## src/rtl/dmem_write_buffer_if.sv

```systemverilog
// Signal bundle joining the processor data port, the posted-write buffer and DATA_MEMORY.
// The master side is the processor/RAM environment; the slave side is the buffer itself.
interface dmem_write_buffer_if #(
  parameter int DEPTH = 4,
  parameter int AW    = 9,
  parameter int DW    = 32
);
  localparam int CW = $clog2(DEPTH) + 1;

  logic [31:0]   cpu_addr;
  logic [DW-1:0] cpu_wdata;
  logic          cpu_we;
  logic          cpu_re;
  logic [DW-1:0] cpu_rdata;
  logic          cpu_stall;
  logic [AW-1:0] mem_addr;
  logic [DW-1:0] mem_din;
  logic          mem_we;
  logic [DW-1:0] mem_dout;
  logic [CW-1:0] count;
  logic          empty;
  logic          full;

  modport master (
    output cpu_addr, cpu_wdata, cpu_we, cpu_re, mem_dout,
    input  cpu_rdata, cpu_stall, mem_addr, mem_din, mem_we, count, empty, full
  );

  modport slave (
    input  cpu_addr, cpu_wdata, cpu_we, cpu_re, mem_dout,
    output cpu_rdata, cpu_stall, mem_addr, mem_din, mem_we, count, empty, full
  );
endinterface

```

## src/rtl/dmem_write_buffer.sv

```systemverilog
// Posted-write buffer: stores queue in a small FIFO and drain to RAM whenever no load
// needs the port; loads that hit a pending store are forwarded from the buffer.
module dmem_write_buffer #(
  parameter int DEPTH = 4,
  parameter int AW    = 9,
  parameter int DW    = 32
) (
  input logic                clk,
  input logic                rst,
  dmem_write_buffer_if.slave bus
);
  localparam int PW = $clog2(DEPTH);
  localparam int CW = PW + 1;

  logic [AW-1:0] addr_q [DEPTH];
  logic [DW-1:0] data_q [DEPTH];
  logic [PW-1:0] head_q, head_d;
  logic [PW-1:0] tail_q, tail_d;
  logic [CW-1:0] count_q, count_d;
  logic          hit_q, hit_d;
  logic [DW-1:0] fwd_q, fwd_d;

  logic [AW-1:0] reqAddr;
  logic          isEmpty;
  logic          isFull;
  logic          drain;
  logic          match;
  logic [PW-1:0] matchIdx;
  logic [PW-1:0] offset;
  logic          enqueue;
  logic          coalesce;
  logic          unusedAddrBits;

  assign unusedAddrBits = ^bus.cpu_addr[31:AW];

  // The head is excluded from matching while it drains, so a store to the same
  // address lands in a fresh entry instead of being lost with the popped one.
  always_comb begin
    reqAddr  = bus.cpu_addr[AW-1:0];
    isEmpty  = (count_q == '0);
    isFull   = (count_q == CW'(DEPTH));
    drain    = !isEmpty && !bus.cpu_re;
    match    = 1'b0;
    matchIdx = '0;
    offset   = '0;
    for (int i = 0; i < DEPTH; i++) begin
      offset = PW'(i) - head_q;
      if (({1'b0, offset} < count_q) && !(drain && offset == '0) &&
          (addr_q[i] == reqAddr)) begin
        match    = 1'b1;
        matchIdx = PW'(i);
      end
    end

    enqueue  = bus.cpu_we && !match && (!isFull || drain);
    coalesce = bus.cpu_we && match;

    head_d  = drain   ? head_q + PW'(1) : head_q;
    tail_d  = enqueue ? tail_q + PW'(1) : tail_q;
    count_d = count_q + CW'(enqueue) - CW'(drain);
    hit_d   = bus.cpu_re ? match : hit_q;
    fwd_d   = bus.cpu_re ? (match ? data_q[matchIdx] : '0) : fwd_q;
  end

  assign bus.mem_we    = drain;
  assign bus.mem_addr  = bus.cpu_re ? reqAddr : addr_q[head_q];
  assign bus.mem_din   = data_q[head_q];
  assign bus.cpu_stall = bus.cpu_we && isFull && !match && !drain;
  assign bus.cpu_rdata = hit_q ? fwd_q : bus.mem_dout;
  assign bus.count     = count_q;
  assign bus.empty     = isEmpty;
  assign bus.full      = isFull;

  always_ff @(posedge clk or posedge rst) begin
    if (rst) begin
      head_q  <= '0;
      tail_q  <= '0;
      count_q <= '0;
      hit_q   <= 1'b0;
      fwd_q   <= '0;
    end else begin
      head_q  <= head_d;
      tail_q  <= tail_d;
      count_q <= count_d;
      hit_q   <= hit_d;
      fwd_q   <= fwd_d;
    end
  end

  // Entry storage needs no reset: occupancy alone decides which slots are live.
  always_ff @(posedge clk) begin
    if (enqueue) begin
      addr_q[tail_q] <= reqAddr;
      data_q[tail_q] <= bus.cpu_wdata;
    end
    if (coalesce) begin
      data_q[matchIdx] <= bus.cpu_wdata;
    end
  end
endmodule

```

## src/flat_wrapper.sv

```systemverilog
// flat-port wrapper written by rule: the top's interface ports become plain ports
module dmem_write_buffer_flat 
#(
  parameter int DEPTH = 4,
  parameter int AW    = 9,
  parameter int DW    = 32
)
  (clk, rst, bus_cpu_addr, bus_cpu_wdata, bus_cpu_we, bus_cpu_re, bus_mem_dout, bus_cpu_rdata, bus_cpu_stall, bus_mem_addr, bus_mem_din, bus_mem_we, bus_count, bus_empty, bus_full);
  dmem_write_buffer_if #(.DEPTH(DEPTH), .AW(AW), .DW(DW)) bus_i ();
  input logic clk;
  input logic rst;
  input wire logic [$bits(bus_i.cpu_addr)-1:0] bus_cpu_addr;
  input wire logic [$bits(bus_i.cpu_wdata)-1:0] bus_cpu_wdata;
  input wire logic [$bits(bus_i.cpu_we)-1:0] bus_cpu_we;
  input wire logic [$bits(bus_i.cpu_re)-1:0] bus_cpu_re;
  input wire logic [$bits(bus_i.mem_dout)-1:0] bus_mem_dout;
  output wire logic [$bits(bus_i.cpu_rdata)-1:0] bus_cpu_rdata;
  output wire logic [$bits(bus_i.cpu_stall)-1:0] bus_cpu_stall;
  output wire logic [$bits(bus_i.mem_addr)-1:0] bus_mem_addr;
  output wire logic [$bits(bus_i.mem_din)-1:0] bus_mem_din;
  output wire logic [$bits(bus_i.mem_we)-1:0] bus_mem_we;
  output wire logic [$bits(bus_i.count)-1:0] bus_count;
  output wire logic [$bits(bus_i.empty)-1:0] bus_empty;
  output wire logic [$bits(bus_i.full)-1:0] bus_full;
  assign bus_i.cpu_addr = bus_cpu_addr;
  assign bus_i.cpu_wdata = bus_cpu_wdata;
  assign bus_i.cpu_we = bus_cpu_we;
  assign bus_i.cpu_re = bus_cpu_re;
  assign bus_i.mem_dout = bus_mem_dout;
  assign bus_cpu_rdata = bus_i.cpu_rdata;
  assign bus_cpu_stall = bus_i.cpu_stall;
  assign bus_mem_addr = bus_i.mem_addr;
  assign bus_mem_din = bus_i.mem_din;
  assign bus_mem_we = bus_i.mem_we;
  assign bus_count = bus_i.count;
  assign bus_empty = bus_i.empty;
  assign bus_full = bus_i.full;
  dmem_write_buffer #(.DEPTH(DEPTH), .AW(AW), .DW(DW)) u_core (.clk(clk), .rst(rst), .bus(bus_i));
endmodule
```

## config.mk

```make
export PLATFORM = sky130hd
export DESIGN_NAME = dmem_write_buffer_flat
export DESIGN_NICKNAME = d
export VERILOG_FILES = /design/src/rtl/dmem_write_buffer_if.sv /design/src/rtl/dmem_write_buffer.sv /design/src/flat_wrapper.sv
export SDC_FILE = /design/constraint.sdc
export NUM_CORES = 1
export LEC_CHECK = 0
export BUFFER_PORTS_ARGS = -buffer_cell sky130_fd_sc_hd__buf_2
export CAP_MARGIN = 20
export CORE_UTILIZATION = 50
export CTS_BUF_LIST = sky130_fd_sc_hd__clkbuf_8
export CTS_CLUSTER_SIZE = 40
export DETAILED_ROUTE_END_ITERATION = 16
export PLACE_DENSITY_LB_ADDON = 0.2
export SYNTH_ARGS = -nofsm -noshare
export SYNTH_HDL_FRONTEND = slang
export SYNTH_SLANG_ARGS = --single-unit
```

## constraint.sdc

```tcl
create_clock -name clk -period 6 [get_ports clk]
set_clock_uncertainty 0.15 [all_clocks]
set_input_delay 0.3 -clock clk [delete_from_list [all_inputs] [get_ports clk]]
set_output_delay 0.3 -clock clk [all_outputs]
set_load 0.01 [all_outputs]
```

==> results of run 1 <==
## where the power goes
part	leakage [uW]	total, uW	internal, uW	switching (uW)
Clock	0.000384	1250	682	570
Combinational	0.00242	1480	673	810
Sequential	0.00204	1960	1820	140
## layout by cell type, fill, tap and decap left out, types with 2 or more instances in the layout
| master | synthesis | routed |
|---|---|---|
| ha_1 | 14 | 14 |
| buf_2 | 6 | 156 |
| a221oi_1 | 3 | 3 |
| a21oi_1 | 8 | 7 |
| edfxtp_1 | 164 | 164 |
| dfrtp_1 | 40 | 37 |
| nor2_1 | 3 | 2 |
| nand4_1 | 7 | 7 |
| dfrtp_2 | 0 | 3 |
| a22oi_1 | 32 | 32 |
| o21a_1 | 32 | 32 |
| and2_1 | 5 | 5 |
| nor4_1 | 3 | 3 |
| mux2_2 | 41 | 41 |
| nor3_1 | 2 | 2 |
| clkbuf_8 | 0 | 42 |
| inv_1 | 43 | 49 |
| inv_2 | 1 | 2 |
| buf_4 | 1 | 11 |
| dlygate4sd3_1 | 0 | 42 |
| nand2_1 | 37 | 36 |
| clkinvlp_4 | 0 | 3 |
| o22ai_1 | 32 | 32 |
| xnor2_1 | 23 | 23 |
| mux4_2 | 41 | 41 |
| mux2i_1 | 33 | 33 |
| xor2_1 | 17 | 17 |
| clkinv_1 | 0 | 4 |
| clkinv_2 | 0 | 6 |
| nand3_1 | 3 | 2 |
## worst register-to-register path, delay by kind of cell, from the launching register on
kind / cells / cell delay (ps)
adders and majority gates: 2 / 510
and+or+nand+nor: 3 / 1780
DFF: 1 / 400
AOI/OAI and AO/OA: 1 / 330
buffers and inverters: 3 / 500
muxes: 1 / 160
## logic make-up (layout without fill, tap and decap cells)
family / count (synthesis) / in the layout / synth area share
XOR/XNOR: 40 / 40 / 0.0360
flip-flops: 204 / 204 / 0.610
multiplexers: 116 / 116 / 0.178
AND/OR/NAND/NOR: 67 / 67 / 0.0344
adder cells (fa/ha/maj): 15 / 15 / 0.0201
buffers and inverters: 95 / 317 / 0.0402
AO/OA/AOI/OAI: 113 / 113 / 0.0819
other: 0 / 1 / 0
## sequential cells by signal, summed over array words and instances (netlist names)
name and flops:
u_core.addr_q 36, u_core.head_q 2, u_core.bus.count 3, u_core.fwd_q 32, u_core.data_q 128, u_core.hit_q 1
u_core.tail_q 2
## layout make-up
class	count	area [um2]
Tap cell	260	325
Sequential cell	204	5930
Clock inverter	21	124
Antenna cell	1	2.50
Fill cell	1475	7010
Inverter	44	165
Clock buffer	42	578
Timing Repair Buffer	210	1300
Multi-Input combinational cell	351	3450
## metal layers
metal | vias to the layer above | share of wire
met1 | 3166 | 0.43
met5 | - | 0
li1 | 2876 | -
met3 | 42 | 0.064
met2 | 239 | 0.49
met4 | 0 | 0.022
## how the worst min path moves through the flow
| stage | from | endpoint | slack, ps | depth (start not counted) |
|---|---|---|---|---|
| after floorplan | bus_cpu_addr[0] | u_core.addr_q[0][0] | 250 | 0 |
| after global placement | bus_cpu_wdata[27] | u_core.data_q[1][27] | 360 | 1 |
| after detailed placement | u_core.fwd_q[20] | u_core.fwd_q[20] | 370 | 2 |
| after CTS | bus_cpu_we | u_core.tail_q[0] | 80 | 3 |
| after global routing | bus_cpu_we | u_core.tail_q[0] | 90 | 3 |
| final | bus_cpu_we | u_core.tail_q[0] | 110 | 3 |
## stage by stage
step	power (uW)	area [um2]	hold slack, ps	setup slack (ps)
6_report	4690	11900	107	1870
5_1_grt	4930	11900	93.4	1650
4_1_cts	4730	11900	83.1	1820
3_5_place_dp	3460	10700	367	1850
3_3_place_gp	3420	10700	358	1880
2_1_floorplan	2920	9720	249	1190
==> results.yml, run 1 <==
worst_setup_path:
  cp_max_fo: 33
  cp.buffers_inverters: 3
  crit_start: "u_core.head_q[0]"
  path_cells: "inv_1 -> ha_1 -> inv_1 -> ha_1 -> a221oi_1 -> nand3_2 -> and4_4 -> mux2i_1 -> nor2_4 -> buf_4"
  path_class: "register to register"
  crit_end: "u_core.data_q[0][20]"
  cp-start-kind: "register"
  crit_family: "simple AND/OR/NAND/NOR gates"
  r2r-end: "u_core.data_q[0][20]"
  rrSetupSlack_ps: 1870
  cp_num_cells: 10
  critPathRequiredTime_ps: 6070
  rr_worst_depth: 10
  cpPeakStageDelay_ps: 690
  timing.rr.start: "u_core.head_q[0]"
  worstPathArrival_ps: 4200
  cp_slowest_cell: "nor2_4"
  cp-end-kind: "register"
drt:
  drc: 0
  ant_nets: 0
  routed_via_density: 5.58
  wl_per_cell_um: 20.9
  finalWirelength_mm: 23.7
  drtPass1Iterations: 5
  drt_iter0_drc: 381
  vias: 6323
grt:
  grt_pass1_vias: 6682
  grt_antenna_before_repair: 1
  gr-total-overflow: 0
  grt_start_max_net_pins: 48
  grtUsageMet1: 0.328
  gr-usage-met3: 0.0439
  grt.total_usage: 0.243
  grt_pass1_wl_mm: 36.6
  grt_use_met2: 0.401
  busiest_layer: "met2"
logic_synthesis:
  synth_top_area_cell: "edfxtp_1"
  synth.top_cell.area_share: 0.507
  synthCells: 650
  yosysMostFrequentCell: "edfxtp_1"
  syn_nets: 765
  ys_ff_latch: 204
  async_flop_share: 0.196
  synth_cell_types: 42
  yosysSeqAreaShare: 0.610
  yosysWarnings: 0
  ys.flop_type: "edfxtp_1"
  synth_area_leaders: "edfxtp_1 51%, dfrtp_1 10%, mux4_2 9.5%"
  syn_area_per_cell_um2: 15.0
  synth_common_cells: "164 x edfxtp_1, 43 x inv_1, 41 x mux2_2, 41 x mux4_2, 40 x dfrtp_1"
  syn_area_um2: 9720
  synth_edf_count: 164
cts:
  hold_buffers: 42
  htreeDepth: 2
  clock_latency_ps: 530
  cts_buffer_depth: 3
  clkSinkCount: 204
  cts_setup_buffers: 0
  post_cts_resized: 0
  clk_pin_slew_worst_paths_ps: 60
  cts_buffers: 35
  cts_tree: "yes"
  root_buffer: "clkbuf_8"
finish:
  utilization: 0.629
  drive_gt1_frac: 0.367
  nets: 961
  stdcell_count: 1133
  layout-area-overhead-vs-synth_pct: 22.2
sta:
  slew_violations: 0
  worst_pin_slew_ps: 963
  setup_viol: 0
  rsz0062_at_grt: "false"
  slew-limit-headroom: 0.355
  setup-tns-final_ps: 0
  finalHoldViolations: 0
  period_minus_slack_ps: 4130
  fmax_mhz: 242
  fin_crit_sh: 0.688
die:
  fp-row-count: 50
  ioPinCount: 180
  die_area_um2: 20000
  die_w_um: 141
  initial_core_util: 0.515
  core_area_um2: 18900
  fp.dieH_um: 141
pwr:
  ir_worst_vdd_mv: 0.235
  leakage_uw: 0.00485
  powerDensity_nw_per_um2: 395
min_path:
  min_path_type: "input pin to register"
placed_design:
  io_buffer_count: 156
  dp_cells: 1026
  dp_hpwl_mm: 14.2
  gp_congestion: 0.753
run:
  cap_violations: 0
outcome:
  outcome: "finished clean"
No activity file was read; power rests on OpenSTA's default activity.
==> inputs of run 2 (changes only) <==
==> constraint.sdc (replaced) <==
create_clock -name clk -period 3.9 [get_ports clk]
set_clock_uncertainty 0.15 [all_clocks]
set_input_delay 0.195 -clock clk [delete_from_list [all_inputs] [get_ports clk]]
set_output_delay 0.195 -clock clk [all_outputs]
set_load 0.01 [all_outputs]
==> run 2 against run 1 <==
  * Maximum frequency is 20% higher
  * Worst hold slack worse by 64 ps
  * Non-clock buffer count up 9
  * Clock power increased by 50%
  * Wire length down 0.40%
  * Combinational power increased by 57%
==> results.yml, run 2 (synthesis gave the netlist of run 1 again) <==
outcome:
  outcome: "finished clean"
cts:
  clk_pin_slew_worst_paths_ps: 60
  cts_setup_buffers: 0
  clkSinkCount: 204
  cts_tree: "yes"
  clock_latency_ps: 500
  cts_buffers: 35
  cts_buffer_depth: 3
  htreeDepth: 2
  root_buffer: "clkbuf_8"
finish:
  multi_input_area_um2: 3450
  regArea_um2: 5930
  utilization: 0.633
  final_common_cell: "edfxtp_1"
  layout-area-overhead-vs-synth_pct: 23.1
  reg.largest.list: "u_core.data_q x128, u_core.addr_q x36, u_core.fwd_q x32"
  design_area_um2: 12000
  drive_gt1_frac: 0.365
  top_register: "u_core.data_q"
  n_antenna_cell: 0
  nets: 970
  stdcell_count: 1141
  mostFrequentLayoutCells: "164 x edfxtp_1, 156 x buf_2, 57 x inv_1, 43 x clkbuf_8, 42 x dlygate4sd3_1"
  fillCellCount: 1478
  largest_reg_flops: 128
sta:
  fmax_mhz: 292
  slew-limit-headroom: 0.378
  setup-tns-final_ps: 0
  fin_crit_sh: 0.880
  rsz0062_at_grt: "false"
  setup_viol: 0
  slew_violations: 0
  worst_pin_slew_ps: 933
  period_minus_slack_ps: 3430
  finalHoldViolations: 0
drt:
  drt_iter0_drc: 412
  routed_via_density: 5.62
  ant_nets: 0
  drtPass1Iterations: 5
  wl_per_cell_um: 20.7
  finalWirelength_mm: 23.6
  drc: 0
  vias: 6412
placed_design:
  dp_hpwl_mm: 14.5
  gp_congestion: 0.798
  io_buffer_count: 156
  postPlaceCellArea_um2: 10800
  dp_cells: 1035
pwr:
  ir_worst_vdd_mv: 0.301
  powerDensity_nw_per_um2: 604
  leakage_uw: 0.00493
min_path:
  min_path_cells: 4
  worstHoldStart: "bus_cpu_re"
  hold_end: "u_core.head_q[0]"
  min_path_type: "input pin to register"
grt:
  grt.total_usage: 0.241
  grt_start_max_net_pins: 47
  gr-total-overflow: 0
  grt_pass1_wl_mm: 36.2
  grt_pass1_vias: 6587
  grt_antenna_before_repair: 0
die:
  initial_core_util: 0.515
  die_w_um: 141
  die_area_um2: 20000
  fp.dieH_um: 141
  core_area_um2: 18900
  fp-row-count: 50
  ioPinCount: 180
worst_setup_path:
  critPathRequiredTime_ps: 4130
  cp-end-kind: "register"
  rr_worst_depth: 10
  path_class: "register to register"
  cp-start-kind: "register"
  cp_max_fo: 11
  worstPathArrival_ps: 3660
  rrSetupSlack_ps: 470
  timing.rr.start: "u_core.bus.count[1]"
  r2r-end: "u_core.bus.count[2]"
run:
  cap_violations: 0
==> run 2: cell count changes in the layout (fill, tap and decap cells not counted), sizes merged <==
cell / previous run / this run
buf: 168 / 177
clkbuf: 42 / 43
clkinv: 10 / 4
clkinvlp: 3 / 0
diode: 1 / 0
inv: 51 / 59
==> run 2: where the power goes <==
| group | total [uW] | internal, uW | switching (uW) |
|---|---|---|---|
| logic | 2330 | 1080 | 1260 |
| registers | 3010 | 2800 | 216 |
| clock network | 1870 | 1060 | 816 |
==> run 2: worst max-delay path: stages (launching register included) <==
cell and delay, ps:
dfrtp_1 440, inv_1 160, ha_1 340, inv_1 40
a221o_1 320, a2111o_2 640, and4_4 280, and3_4 210
ha_1 210, fa_1 370, xnor2_1 130
==> run 2: final cells by class <==
type                       instances  area share
tap                              260      0.0272
clock buffer                      43      0.0495
clock inverter                    20     0.00858
sequential                       204       0.496
timing repair buffer             219       0.117
multi-input combinational        351       0.289
inverter                          44      0.0138
==> run 2: metal layers <==
metal  wire [um]  track usage  vias up
li1            -            -     2898
met1        9700        0.313     3223
met2       12000        0.417      265
met3        1520       0.0442       26
met4         305       0.0707        0
met5           0            0        -
==> run 2: timing repair <==
item,4_1_cts,5_1_grt
gates resized for setup,0,0
hold buffers,42,0
hold endpoints to repair,204,0
==> run 2: worst max-delay path by stage <==
stage / startpoint / end / slack, ps / depth (start not counted)
floorplan: u_core.head_q[1] / u_core.data_q[1][0] / -230 / 12
global placement: u_core.bus.count[1] / u_core.bus.count[2] / 560 / 10
detailed placement: u_core.bus.count[1] / u_core.bus.count[2] / 480 / 10
CTS: u_core.bus.count[1] / bus_cpu_stall / 460 / 8
global route: u_core.bus.count[1] / u_core.bus.count[2] / 330 / 10
finish: u_core.bus.count[1] / u_core.bus.count[2] / 470 / 10
==> run 2: metrics by stage <==
step                      worst slack (ps)  hold WS, ps  total power (uW)
after detailed placement               478          264              5370
after floorplan                       -232          144              4490
after global placement                 565          257              5290
final                                  470         42.8              7220
after CTS                              455         16.4              7290
after global routing                   330         27.6              7600
